File: src/rtl/fetch_frontend_pkg.sv
// Shared types and constants for the instruction-fetch frontend.
// Holds the default address width and the buffered fetch entry layout.
package fetch_frontend_pkg;

    localparam int XLEN       = 32;
    localparam int INST_BYTES = 4;

    typedef struct packed {
        logic [XLEN-1:0] pc;
        logic [31:0]     data;
    } fetch_entry_t;

endpackage

File: src/rtl/fetch_ibuf.sv
// Synchronous instruction FIFO with flush; head read is zero when empty.
// Latency: a push is visible at the head one cycle later (no bypass).
// Backpressure: caller must not push when full; pop on empty is ignored.
module fetch_ibuf
    import fetch_frontend_pkg::*;
#(
    parameter int  DEPTH   = 4,
    parameter type entry_t = fetch_entry_t
) (
    input  logic                         clk,
    input  logic                         rstn,
    input  logic                         flush_i,
    input  logic                         push_i,
    input  entry_t                       push_dat_i,
    input  logic                         pop_i,
    output logic                         head_vld_o,
    output entry_t                       head_dat_o,
    output logic [$clog2(DEPTH+1)-1:0]   count_o
);

    localparam int AW = $clog2(DEPTH);
    localparam int CW = $clog2(DEPTH+1);

    entry_t         mem [DEPTH];
    logic [AW-1:0]  wr_ptr_q;
    logic [AW-1:0]  rd_ptr_q;
    logic [CW-1:0]  count_q;
    logic           pop_eff;

    assign pop_eff = pop_i && (count_q != '0);

    // Storage needs no reset: the head is masked to zero while empty.
    always_ff @(posedge clk) begin
        if (push_i && !flush_i) begin
            mem[wr_ptr_q] <= push_dat_i;
        end
    end

    always_ff @(posedge clk or negedge rstn) begin
        if (!rstn) begin
            wr_ptr_q <= '0;
            rd_ptr_q <= '0;
            count_q  <= '0;
        end else if (flush_i) begin
            wr_ptr_q <= '0;
            rd_ptr_q <= '0;
            count_q  <= '0;
        end else begin
            if (push_i) begin
                wr_ptr_q <= wr_ptr_q + AW'(1);
            end
            if (pop_eff) begin
                rd_ptr_q <= rd_ptr_q + AW'(1);
            end
            case ({push_i, pop_eff})
                2'b10:   count_q <= count_q + CW'(1);
                2'b01:   count_q <= count_q - CW'(1);
                default: count_q <= count_q;
            endcase
        end
    end

    assign head_vld_o = (count_q != '0);
    assign head_dat_o = head_vld_o ? mem[rd_ptr_q] : '0;
    assign count_o    = count_q;

    a_no_push_full: assert property (@(posedge clk) disable iff (!rstn)
        (push_i && !flush_i) |-> (count_q < CW'(DEPTH)));

endmodule

File: src/rtl/fetch_frontend.sv
// Sequential-PC fetch frontend: credit-limited I-cache requests feeding an instruction FIFO.
// Latency: address fire at t, response at t+k, instruction valid at t+k+1.
// Backpressure: decoder stall fills the FIFO, credits run out and request issue stops.
module fetch_frontend #(
    parameter int              XLEN       = fetch_frontend_pkg::XLEN,
    parameter logic [XLEN-1:0] BOOT_ADDR  = '0,
    parameter int              IBUF_DEPTH = 4
) (
    input  logic             clk,
    input  logic             rstn,
    input  logic             fetch_addr_ready_i,
    output logic             fetch_addr_valid_o,
    output logic [XLEN-1:0]  fetch_addr_o,
    input  logic             fetch_data_valid_i,
    input  logic [31:0]      fetch_data_i,
    input  logic             redirect_valid_i,
    input  logic [XLEN-1:0]  redirect_pc_i,
    output logic             inst_valid_o,
    input  logic             inst_ready_i,
    output logic [XLEN-1:0]  inst_pc_o,
    output logic [31:0]      inst_data_o
);

    import fetch_frontend_pkg::*;

    localparam int              CW      = $clog2(IBUF_DEPTH+1);
    localparam logic [XLEN-1:0] PC_STEP = XLEN'(INST_BYTES);

    typedef struct packed {
        logic [XLEN-1:0] pc;
        logic [31:0]     data;
    } entry_t;

    logic [XLEN-1:0] pc_q;
    logic [XLEN-1:0] tail_pc_q;
    logic [XLEN-1:0] redirect_pc_aligned;
    logic [CW-1:0]   inflight_q;
    logic [CW-1:0]   drop_q;
    logic [CW-1:0]   count;
    logic [CW-1:0]   live;
    logic [CW:0]     occupancy;
    logic            may_issue;
    logic            addr_fire;
    logic            resp_fire;
    logic            push;
    logic            pop;
    logic            head_vld;
    entry_t          push_dat;
    entry_t          head_dat;

    assign redirect_pc_aligned = {redirect_pc_i[XLEN-1:2], 2'b00};

    // Credits count buffered entries plus responses still owed to the FIFO;
    // only registered state is used, so a pop frees its slot one cycle later.
    assign live      = inflight_q - drop_q;
    assign occupancy = {1'b0, count} + {1'b0, live};
    assign may_issue = occupancy < (CW+1)'(IBUF_DEPTH);

    // Gating with rstn keeps the request quiet while reset is held.
    assign fetch_addr_valid_o = rstn && fetch_addr_ready_i && may_issue && !redirect_valid_i;
    assign fetch_addr_o       = pc_q;
    assign addr_fire          = fetch_addr_valid_o;

    assign resp_fire = fetch_data_valid_i;
    assign push      = resp_fire && (drop_q == '0) && !redirect_valid_i;
    assign pop       = head_vld && inst_ready_i;
    assign push_dat  = '{pc: tail_pc_q, data: fetch_data_i};

    always_ff @(posedge clk or negedge rstn) begin
        if (!rstn) begin
            pc_q      <= BOOT_ADDR;
            tail_pc_q <= BOOT_ADDR;
        end else if (redirect_valid_i) begin
            pc_q      <= redirect_pc_aligned;
            tail_pc_q <= redirect_pc_aligned;
        end else begin
            if (addr_fire) begin
                pc_q <= pc_q + PC_STEP;
            end
            if (push) begin
                tail_pc_q <= tail_pc_q + PC_STEP;
            end
        end
    end

    // Responses return in order, so squashing is just a count of words to discard.
    always_ff @(posedge clk or negedge rstn) begin
        if (!rstn) begin
            inflight_q <= '0;
            drop_q     <= '0;
        end else begin
            inflight_q <= inflight_q + CW'(addr_fire) - CW'(resp_fire);
            if (redirect_valid_i) begin
                drop_q <= inflight_q - CW'(resp_fire);
            end else if (resp_fire && (drop_q != '0)) begin
                drop_q <= drop_q - CW'(1);
            end
        end
    end

    fetch_ibuf #(
        .DEPTH   (IBUF_DEPTH),
        .entry_t (entry_t)
    ) u_ibuf (
        .clk        (clk),
        .rstn       (rstn),
        .flush_i    (redirect_valid_i),
        .push_i     (push),
        .push_dat_i (push_dat),
        .pop_i      (pop),
        .head_vld_o (head_vld),
        .head_dat_o (head_dat),
        .count_o    (count)
    );

    assign inst_valid_o = head_vld;
    assign inst_pc_o    = head_dat.pc;
    assign inst_data_o  = head_dat.data;

    a_inflight_bound: assert property (@(posedge clk) disable iff (!rstn)
        inflight_q <= CW'(IBUF_DEPTH));
    a_drop_bound: assert property (@(posedge clk) disable iff (!rstn)
        drop_q <= inflight_q);
    a_resp_expected: assert property (@(posedge clk) disable iff (!rstn)
        resp_fire |-> (inflight_q != '0));
    a_addr_aligned: assert property (@(posedge clk) disable iff (!rstn)
        fetch_addr_o[1:0] == 2'b00);

endmodule

File: config.mk
export PLATFORM = sky130hd
export DESIGN_NAME = fetch_frontend
export DESIGN_NICKNAME = d
export VERILOG_FILES = /design/src/rtl/fetch_frontend_pkg.sv /design/src/rtl/fetch_ibuf.sv /design/src/rtl/fetch_frontend.sv
export SDC_FILE = /design/constraint.sdc
export NUM_CORES = 1
export LEC_CHECK = 0
export BUFFER_PORTS_ARGS = -buffer_cell sky130_fd_sc_hd__buf_4
export CAP_MARGIN = 20
export CORE_AREA = 2 2 262 135
export DETAILED_ROUTE_END_ITERATION = 8
export DIE_AREA = 0 0 264 137
export PLACE_DENSITY_LB_ADDON = 0.2
export SYNTH_ARGS = -nofsm -noshare
export SYNTH_HDL_FRONTEND = slang
export SYNTH_SLANG_ARGS = --single-unit
File: constraint.sdc
create_clock -name clk -period 8.73 [get_ports clk]
set_clock_uncertainty 0.05 [all_clocks]
set_input_delay 1.746 -clock clk [delete_from_list [all_inputs] [get_ports clk]]
set_output_delay 1.746 -clock clk [all_outputs]
set_load 0.02 [all_outputs]
## Word-level counts from Yosys, hierarchy flattened

Memories as Yosys holds them, arrays and structs flattened.
Cells that the tools add are included.

- Register bits: 77
- RAM bits: 256
- Memories kept: 1
- Word-level logic and storage cells: 56
- Bits of input ports: 70
- Output and inout port bits: 98

Memories:

| name | depth | bits a word | read ports | clocked after Yosys merged registers in | write ports | RTL line | text |
|---|---|---|---|---|---|---|---|
| u_ibuf.mem | 4 | 64 | 1 | 0 | 1 | fetch_ibuf.sv:24 | `entry_t mem [DEPTH];` |

- Multiplexer cells: 15
- Add/subtract/negate cells: 12
- Equal/unequal tests: 2
- $lt $le $gt $ge: 1
- Reductions and logical operators: 18

Operator list:

| cell | number |
|---|---|
| 32-bit 2-to-1 mux | 4 |
| 32-bit by 3-bit adder with 32-bit output, second input constant | 2 |
| 64-bit 2-to-1 mux | 1 |
| 1-bit logical AND | 9 |
| 3-bit 2-to-1 mux | 3 |
| 3-bit nonzero test | 3 |
| 2-bit 2-to-1 mux | 4 |
| 2-bit nonzero test | 4 |
| 3-bit one-hot mux with 2 select lines | 1 |
| 3-bit by 1-bit subtractor with 3-bit output | 2 |
| 3-bit by 1-bit subtractor with 3-bit output, second input constant | 2 |
| 2-bit by 1-bit adder with 2-bit output, second input constant | 2 |
| 3-bit by 3-bit adder with 4-bit output | 1 |
| 4-bit by 3-bit less-than comparator with 1-bit output, second input constant | 1 |
| 3-bit by 1-bit adder with 3-bit output | 1 |
| 3-bit by 1-bit adder with 3-bit output, second input constant | 1 |
| 3-bit logical NOT | 1 |
| 3-bit subtractor | 1 |
| 2-bit by 1-bit equality test with 1-bit output, second input constant | 1 |
| 2-bit equality test, second input constant | 1 |
| 1-bit 2-to-1 mux | 2 |
| 1-bit logical NOT | 1 |

## Longest topological paths before layout

Gate-level depths: netlist (run 1).

- Word-level depth: 7
- Depth in mapped cells: 15
- Mapped depth without buffers: 14

## Hierarchy

From an unflattened synthesis (run 1), not the netlist that was laid out.

- Cell total of the unflattened synthesis: 933
- Area, all modules: 14410.1 sq um

Modules (own cells, without submodules):

| module | seq. area each (sq um) | instances | area each (sq um) | cells an instance |
|---|---|---|---|---|
| fetch_ibuf | 7862.5 | 1 | 10139.7 | 456 |
| fetch_frontend | 1651.6 | 1 | 4270.3 | 477 |

## Least setup slack after synthesis (run 1)

No wires, ideal clock.

- Kind: input to register
- Start: input fetch_data_valid_i
- End: memory u_ibuf.mem[0][0] in the netlist's numbering, enable pin
- Data arrival time: 4.192 ns
- Path buffers: 3
- Stages on the path: 5
- Required time: 8.253 ns
- Setup time: 0.427 ns
- Setup slack: 4.062 ns
- Cells stage by stage: clkbuf_1 > and3b_1 > clkbuf_1 > clkbuf_1 > and3_1

- Longest elaborated chain between the ends: 5

RTL lines:

| element | RTL line | text |
|---|---|---|
| start, declared | fetch_frontend.sv:14 | `input logic fetch_data_valid_i,` |
| 1-bit logical AND (2 in series) | fetch_frontend.sv:65 | `assign push = resp_fire && (drop_q == '0) && !redirect_valid_i;` |
| 1-bit logical AND | fetch_ibuf.sv:34 | `if (push_i && !flush_i) begin` |
| 1-bit 2-to-1 mux | fetch_ibuf.sv:34 |  |
| 1-bit 2-to-1 mux (implied by the code) | fetch_ibuf.sv:35 | `mem[wr_ptr_q] <= push_dat_i;` |
| end, declared | fetch_ibuf.sv:24 |  |

Every way passes these cells.

## Worst setup path after layout (run 1)

- Start: input rstn
- End: output fetch_addr_valid_o

- Longest elaborated chain between the ends: 3

RTL lines:

| element | RTL line | text |
|---|---|---|
| start, declared | fetch_frontend.sv:10 | `input logic rstn,` |
| 1-bit logical AND (3 in series) | fetch_frontend.sv:60 | `assign fetch_addr_valid_o = rstn && fetch_addr_ready_i && may_issue && !redirect_valid_i;` |
| end, declared | fetch_frontend.sv:12 | `output logic fetch_addr_valid_o,` |

Every way passes these cells.

==> qor.yml, run 1 <==
clkSinkCount: 321
wl_um: 32900
ys_seq_elements: 321
yosysWarningCount: 0
fp.coreArea_um2: 33900
cp_common_cell: "buf_4"
startpoint_type: "primary input"
nFillCells: 2890
drt_iter0_markers: 679
die-area_um2: 36200
vias: 8512
clock.fmax_ghz: 0.190
timing.final.crit_share: 0.603
synth_common_cells: "edfxtp_1, dfrtp_1, and2_1"
place_area_um2: 15700
netlist_instances: 915
grt_pass1_vias: 8266
crit_slowest_cell: "or3_1"
cts_buffers: 30
cts_tree: "yes"
synth_edf_count: 248
die_y_um: 137
globalplace.congestion: 0.821
critPathArrivalTime_ps: 3470
synth_top_area_share: 0.531
clkLatencyLatePin_ps: 560
synth-main-ff-cell: "edfxtp_1"
synth.distinct_cells: 56
synth_area_leaders: "edfxtp_1, dfrtp_1, mux4_2"
report.power.total_mw: 4.77
clkTransAtPathRegs_ps: 60
drtPass1Iterations: 5
finalSetupTns_ps: 0
fin_crit_ps: 5270
htree_levels: 1
netlist_area_um2: 14000
grt_use_total: 0.184
clk_path_buf_depth: 3
cts_setup_buffers: 0
grt_overflow: 0
hpwl_um: 21100
leakage_nw: 5.89
final-hold-violation-count: 0
fin_hold_ws_ps: 536
grt_pass1_wl_um: 50900
ir_drop_mv: 0.209
start_util: 0.414
async_reset_ff_frac: 0.227
num-nets-final: 1155
drc: 0
root_buffer: "clkbuf_16"
worstSetupEndpointType: "output port"
wl_per_cell_um: 21.4
yosysSeqAreaShare: 0.662
grt_antenna_before_repair: 0
maxCapViolCount: 0
grt_setup_unrepaired: "no"
cp.required_ps: 6930
yosys.cell_count.top_type: "edfxtp_1"
postLayoutCoreUtil: 0.491
hp-class: "reg2reg"
rows: 48
area_growth_pct: 18.7
max_stage_delay_ps: 550
antenna_left: 0
viasPerCell: 5.52
slew-limit-headroom: 0.343
worst_pin_slew_ps: 979
timing.final.max_slew_violations: 0
grt_max_degree: 65
crit_chain: "buf_4 > nand2_1 > or3_1 > nor2_1 > buf_4"
avgSynthCellArea_um2: 15.3
worstPathMaxFanout: 41
status: "completed"
io_buffers: 161
setup_violations: 0
holdBufCountCts: 0
p_per_area_nw_per_um2: 287
post_cts_resized: 0
synth_top_cell_by_area: "edfxtp_1"
drive_above_1_share: 0.273
ioPinCount: 168
crit_type: "in2out"
die_w_um: 264
critPathTopFamily: "simple AND/OR/NAND/NOR gates"
critPathBufInv: 2
finalInstanceArea_um2: 16600
[sequential cells by signal (all words and copies together) (netlist names)]
| signal | count |
|---|---|
| u_ibuf.rd_ptr_q | 2 |
| u_ibuf.mem | 248 |
| fetch_addr_o | 30 |
| tail_pc_q | 30 |
| u_ibuf.count_o | 3 |
| u_ibuf.wr_ptr_q | 2 |
| drop_q | 3 |
| inflight_q | 3 |
[metal layers]
| layer | track usage | share of wire | vias to the layer above |
|---|---|---|---|
| li1 | - | - | 3920 |
| met4 | 0.0294 | 0.014 | 2 |
| met5 | 0.0108 | 0.0016 | - |
| met3 | 0.0529 | 0.073 | 40 |
| met2 | 0.258 | 0.42 | 233 |
| met1 | 0.284 | 0.49 | 4317 |
[logic make-up after synthesis]
group / synth area share
adders and majority gates: 0.0177
buffers and inverters: 0.0210
muxes: 0.107
and+or+nand+nor: 0.132
xor gates and xnor gates: 0.0150
other: 0.000268
AOI/OAI and AO/OA: 0.0461
DFF: 0.662
[stage by stage]
step,setup WS [ps],instances
floorplan,4060,918
global placement,3420,1483
detailed placement,3410,1483
CTS,3410,1539
global route,3230,1541
finish,3460,1542
[worst register-to-register path: cells and delay by family, from the launching register on]
kind / cells / cell delay [ps]
adder cells (fa/ha/maj): 3 / 800
AO/OA/AOI/OAI: 1 / 180
flip-flops: 1 / 360
XOR/XNOR: 2 / 290
AND/OR/NAND/NOR: 3 / 2030
buffers and inverters: 2 / 130
[placed cells by master, fill, tap and decap left out, types with 4 or more instances in the layout]
cell type and instances:
edfxtp_1 248, buf_4 172, dfrtp_1 71, and2_1 67, mux4_2 62, nor2_1 43, clkbuf_16 31, nand2_1 27
and4_1 25, nor3_1 25, nand3_1 24, a21oi_1 18, nor4_1 17, nand4_1 17, a31oi_1 17, inv_1 16
ha_1 15, or4_1 14, xnor2_1 14, o31ai_1 13, a211oi_1 13, nor2b_1 10, and3_1 10, xor2_1 10
clkbuf_1 10, a311oi_1 9, clkinv_1 7, o21ai_0 6, mux2_2 6, or3_1 5, nor3b_1 4, and3_2 4
and4b_1 4, conb_1 4, clkinv_2 4
[report_power, final]
part           total [mW]  switching, mW  internal (mW)
Combinational        1.61          0.900          0.711
Sequential           1.88          0.136           1.75
Clock                1.28          0.553          0.724
Total                4.77           1.59           3.18
[path summary, 6_finish.rpt]
kind / start / endpoint / slack, ps / cells after the start
max: rstn / fetch_addr_valid_o / 3460 / 5
min: tail_pc_q[30]$_DFFE_PN0N_ / u_ibuf.mem[1][62]$_DFFE_PP_ / 540 / 0
max reg2reg: inflight_q[0]$_DFF_PN0_ / fetch_addr_o[24]$_DFFE_PN0P_ / 4820 / 11
min reg2reg: tail_pc_q[30]$_DFFE_PN0N_ / u_ibuf.mem[1][62]$_DFFE_PP_ / 540 / 0
max in group asynchronous: rstn / u_ibuf.rd_ptr_q[0]$_DFFE_PN0P_ / 6570 / 2
min in group asynchronous: rstn / fetch_addr_o[29]$_DFFE_PN0P_ / 1100 / 1
[layout make-up]
type / count / area [um2] / area share
inverter: 17 / 63.8 / 0.00383
timing repair buffer: 174 / 1300 / 0.0782
tap: 450 / 563 / 0.0338
antenna: 1 / 2.50 / 0.000150
multi-input combinational: 523 / 4480 / 0.269
clock buffer: 43 / 841 / 0.0505
sequential: 321 / 9280 / 0.558
clock inverter: 13 / 106 / 0.00639
No activity file was read; power rests on OpenSTA's default activity.
==> inputs of run 2 (changes only) <==
clock period = 4.5 ns   (was 8.73 ns; I/O delays follow)
==> qor.yml, run 2 (synthesized netlist as in run 1, its figures left out) <==
startpoint_type: "flop"
cp.required_ps: 3550  # -3380 ps
dr_wl_met2_um: 14500  # +4.3%
io_buffers: 161  # unchanged
met3_length_um: 2130  # -11%
drtPass1Iterations: 7  # +2
wl_per_cell_um: 22.0  # +3.2%
start_util: 0.414  # unchanged
globalplace.congestion: 0.835  # +1.7%
diodes: 0  # -1
hp-class: "in2async"
crit_type: "reg2out"
final-hold-violation-count: 0  # unchanged
critPathArrivalTime_ps: 3360  # -110 ps
p_per_area_nw_per_um2: 560  # +95%
grt_use_total: 0.189  # +0.00535
cts_buffers: 29  # -3.3%
hpwl_um: 22200  # +4.9%
ioPinCount: 168  # unchanged
fp.coreArea_um2: 33900  # unchanged
status: "completed"
leakage_nw: 5.93  # +0.65%
num-nets-final: 1158  # +0.26%
finalSetupTns_ps: 0  # unchanged
fin_crit_ps: 4310
p_sw_frac: 0.333  # about the same
root_buffer: "clkbuf_16"
area_growth_pct: 19.5
maxCapViolCount: 0  # unchanged
clkTransAtPathRegs_ps: 70  # about the same
clkSinkCount: 321  # unchanged
worstPathMaxFanout: 6  # -85%
die-area_um2: 36200  # unchanged
grt_max_degree: 63  # -3.1%
routed.top_layer: "met4"
p_switching_mw: 3.13  # +97%
largest_reg_flops: 248  # unchanged
wl_um: 34000  # +3.2%
final_cell_mix: "edfxtp_1, buf_4, dfrtp_1"
drc: 0  # unchanged
met1_length_um: 16800  # +4.0%
ff2ff_setup_slack_ps: 580  # -4240 ps
worst_pin_slew_ps: 985  # +6.18 ps
drt_iter0_markers: 739  # +8.8%
vias: 8736  # +2.6%
timing.final.crit_share: 0.957
r2r_end: "fetch_addr_o[24]$_DFFE_PN0P_"
rr_worst_depth: 11  # unchanged
setup_violations: 0  # unchanged
rows: 48  # unchanged
p_int_mw: 6.25  # +96%
cts_setup_buffers: 0  # unchanged
die_w_um: 264  # unchanged
htree_levels: 1  # unchanged
worstReg2RegStart: "inflight_q[0]$_DFF_PN0_"
final_common_cell: "edfxtp_1"
slew-limit-headroom: 0.338  # -0.00427
p_clk_frac: 0.271  # +0.003
timing.final.max_slew_violations: 0  # unchanged
die_y_um: 137  # unchanged
top_register: "u_ibuf.mem"
antenna_left: 0  # unchanged
drive_above_1_share: 0.283  # +0.00982
p_seq_frac: 0.392  # -0.003
clock.fmax_ghz: 0.232
pre_cts_ws_ps: 619  # -2790 ps
ir_drop_mv: 0.344  # +65%
cts_tree: "yes"
grt_pass1_vias: 8548  # +3.4%
clkLatencyLatePin_ps: 550  # about the same
worstSetupEndpointType: "output port"
combPwrFrac: 0.337  # about the same
viasPerCell: 5.67  # +2.6%
grt_pass1_wl_um: 52400  # +3.1%
grt_overflow: 0  # unchanged
setup_ws_ps: 193  # -3270 ps
finalInstanceArea_um2: 16800  # +0.69%
grt_setup_unrepaired: "no"
place_area_um2: 15800  # +0.63%
clk_path_buf_depth: 3  # unchanged
grt_antenna_before_repair: 1  # +1
## run 2: worst max path at each step
| stage | end | cells after the start | startpoint |
|---|---|---|---|
| after CTS | fetch_addr_valid_o | 11 | inflight_q[0]$_DFF_PN0_ |
| final | fetch_addr_valid_o | 11 | inflight_q[0]$_DFF_PN0_ |
| after global placement | fetch_addr_o[24]$_DFFE_PN0P_ | 11 | inflight_q[0]$_DFF_PN0_ |
| after detailed placement | fetch_addr_o[26]$_DFFE_PN0P_ | 11 | inflight_q[0]$_DFF_PN0_ |
| after global routing | fetch_addr_valid_o | 11 | inflight_q[0]$_DFF_PN0_ |
| after floorplan | u_ibuf.mem[0][0]$_DFFE_PP_ | 5 | fetch_data_valid_i |
## run 2: per-layer routing
metal,global-route usage,vias up
li1,-,3927
met1,0.300,4499
met2,0.266,262
met3,0.0398,48
met4,0.0369,0
met5,0,-
## run 2: power groups by stage
stage	clock [mW]	combinational [mW]	sequential, mW
after floorplan	0	2.01	3.62
after global placement	0	3.16	3.74
after detailed placement	0	3.19	3.75
after CTS	2.60	3.21	3.68
after global routing	2.71	3.42	3.72
final	2.54	3.16	3.68
## run 2: worst max-delay path: stages, from the launching register on
cell and delay [ps]:
dfrtp_1 360, inv_1 70, ha_1 140, inv_1 50, fa_1 370, xor2_1 170, xnor2_1 130, ha_1 280
or3_1 480, or3_4 410, nor2_2 170, buf_4 170
## run 2: cell type report
cell class | instances | area [um2]
Clock buffer | 42 | 835
Clock inverter | 11 | 134
Fill cell | 2923 | 17100
Inverter | 17 | 63.8
Multi-Input combinational cell | 523 | 4480
Sequential cell | 321 | 9280
Tap cell | 450 | 563
Timing Repair Buffer | 178 | 1400
## run 2: through the flow
step	power (mW)	utilization	cells	hold slack (ps)
after CTS	9.49	0.494	1542	122
after global routing	9.85	0.495	1542	132
after global placement	6.90	0.466	1489	511
final	9.38	0.495	1542	137
after floorplan	5.63	-	918	424
after detailed placement	6.94	0.466	1489	531
## run 2: repair_timing
| action | 4_1_cts | 5_1_grt |
|---|---|---|
| gates resized for setup | 0 | 2 |
| hold buffers | 0 | 0 |
| setup endpoints to repair | 0 | 1 |
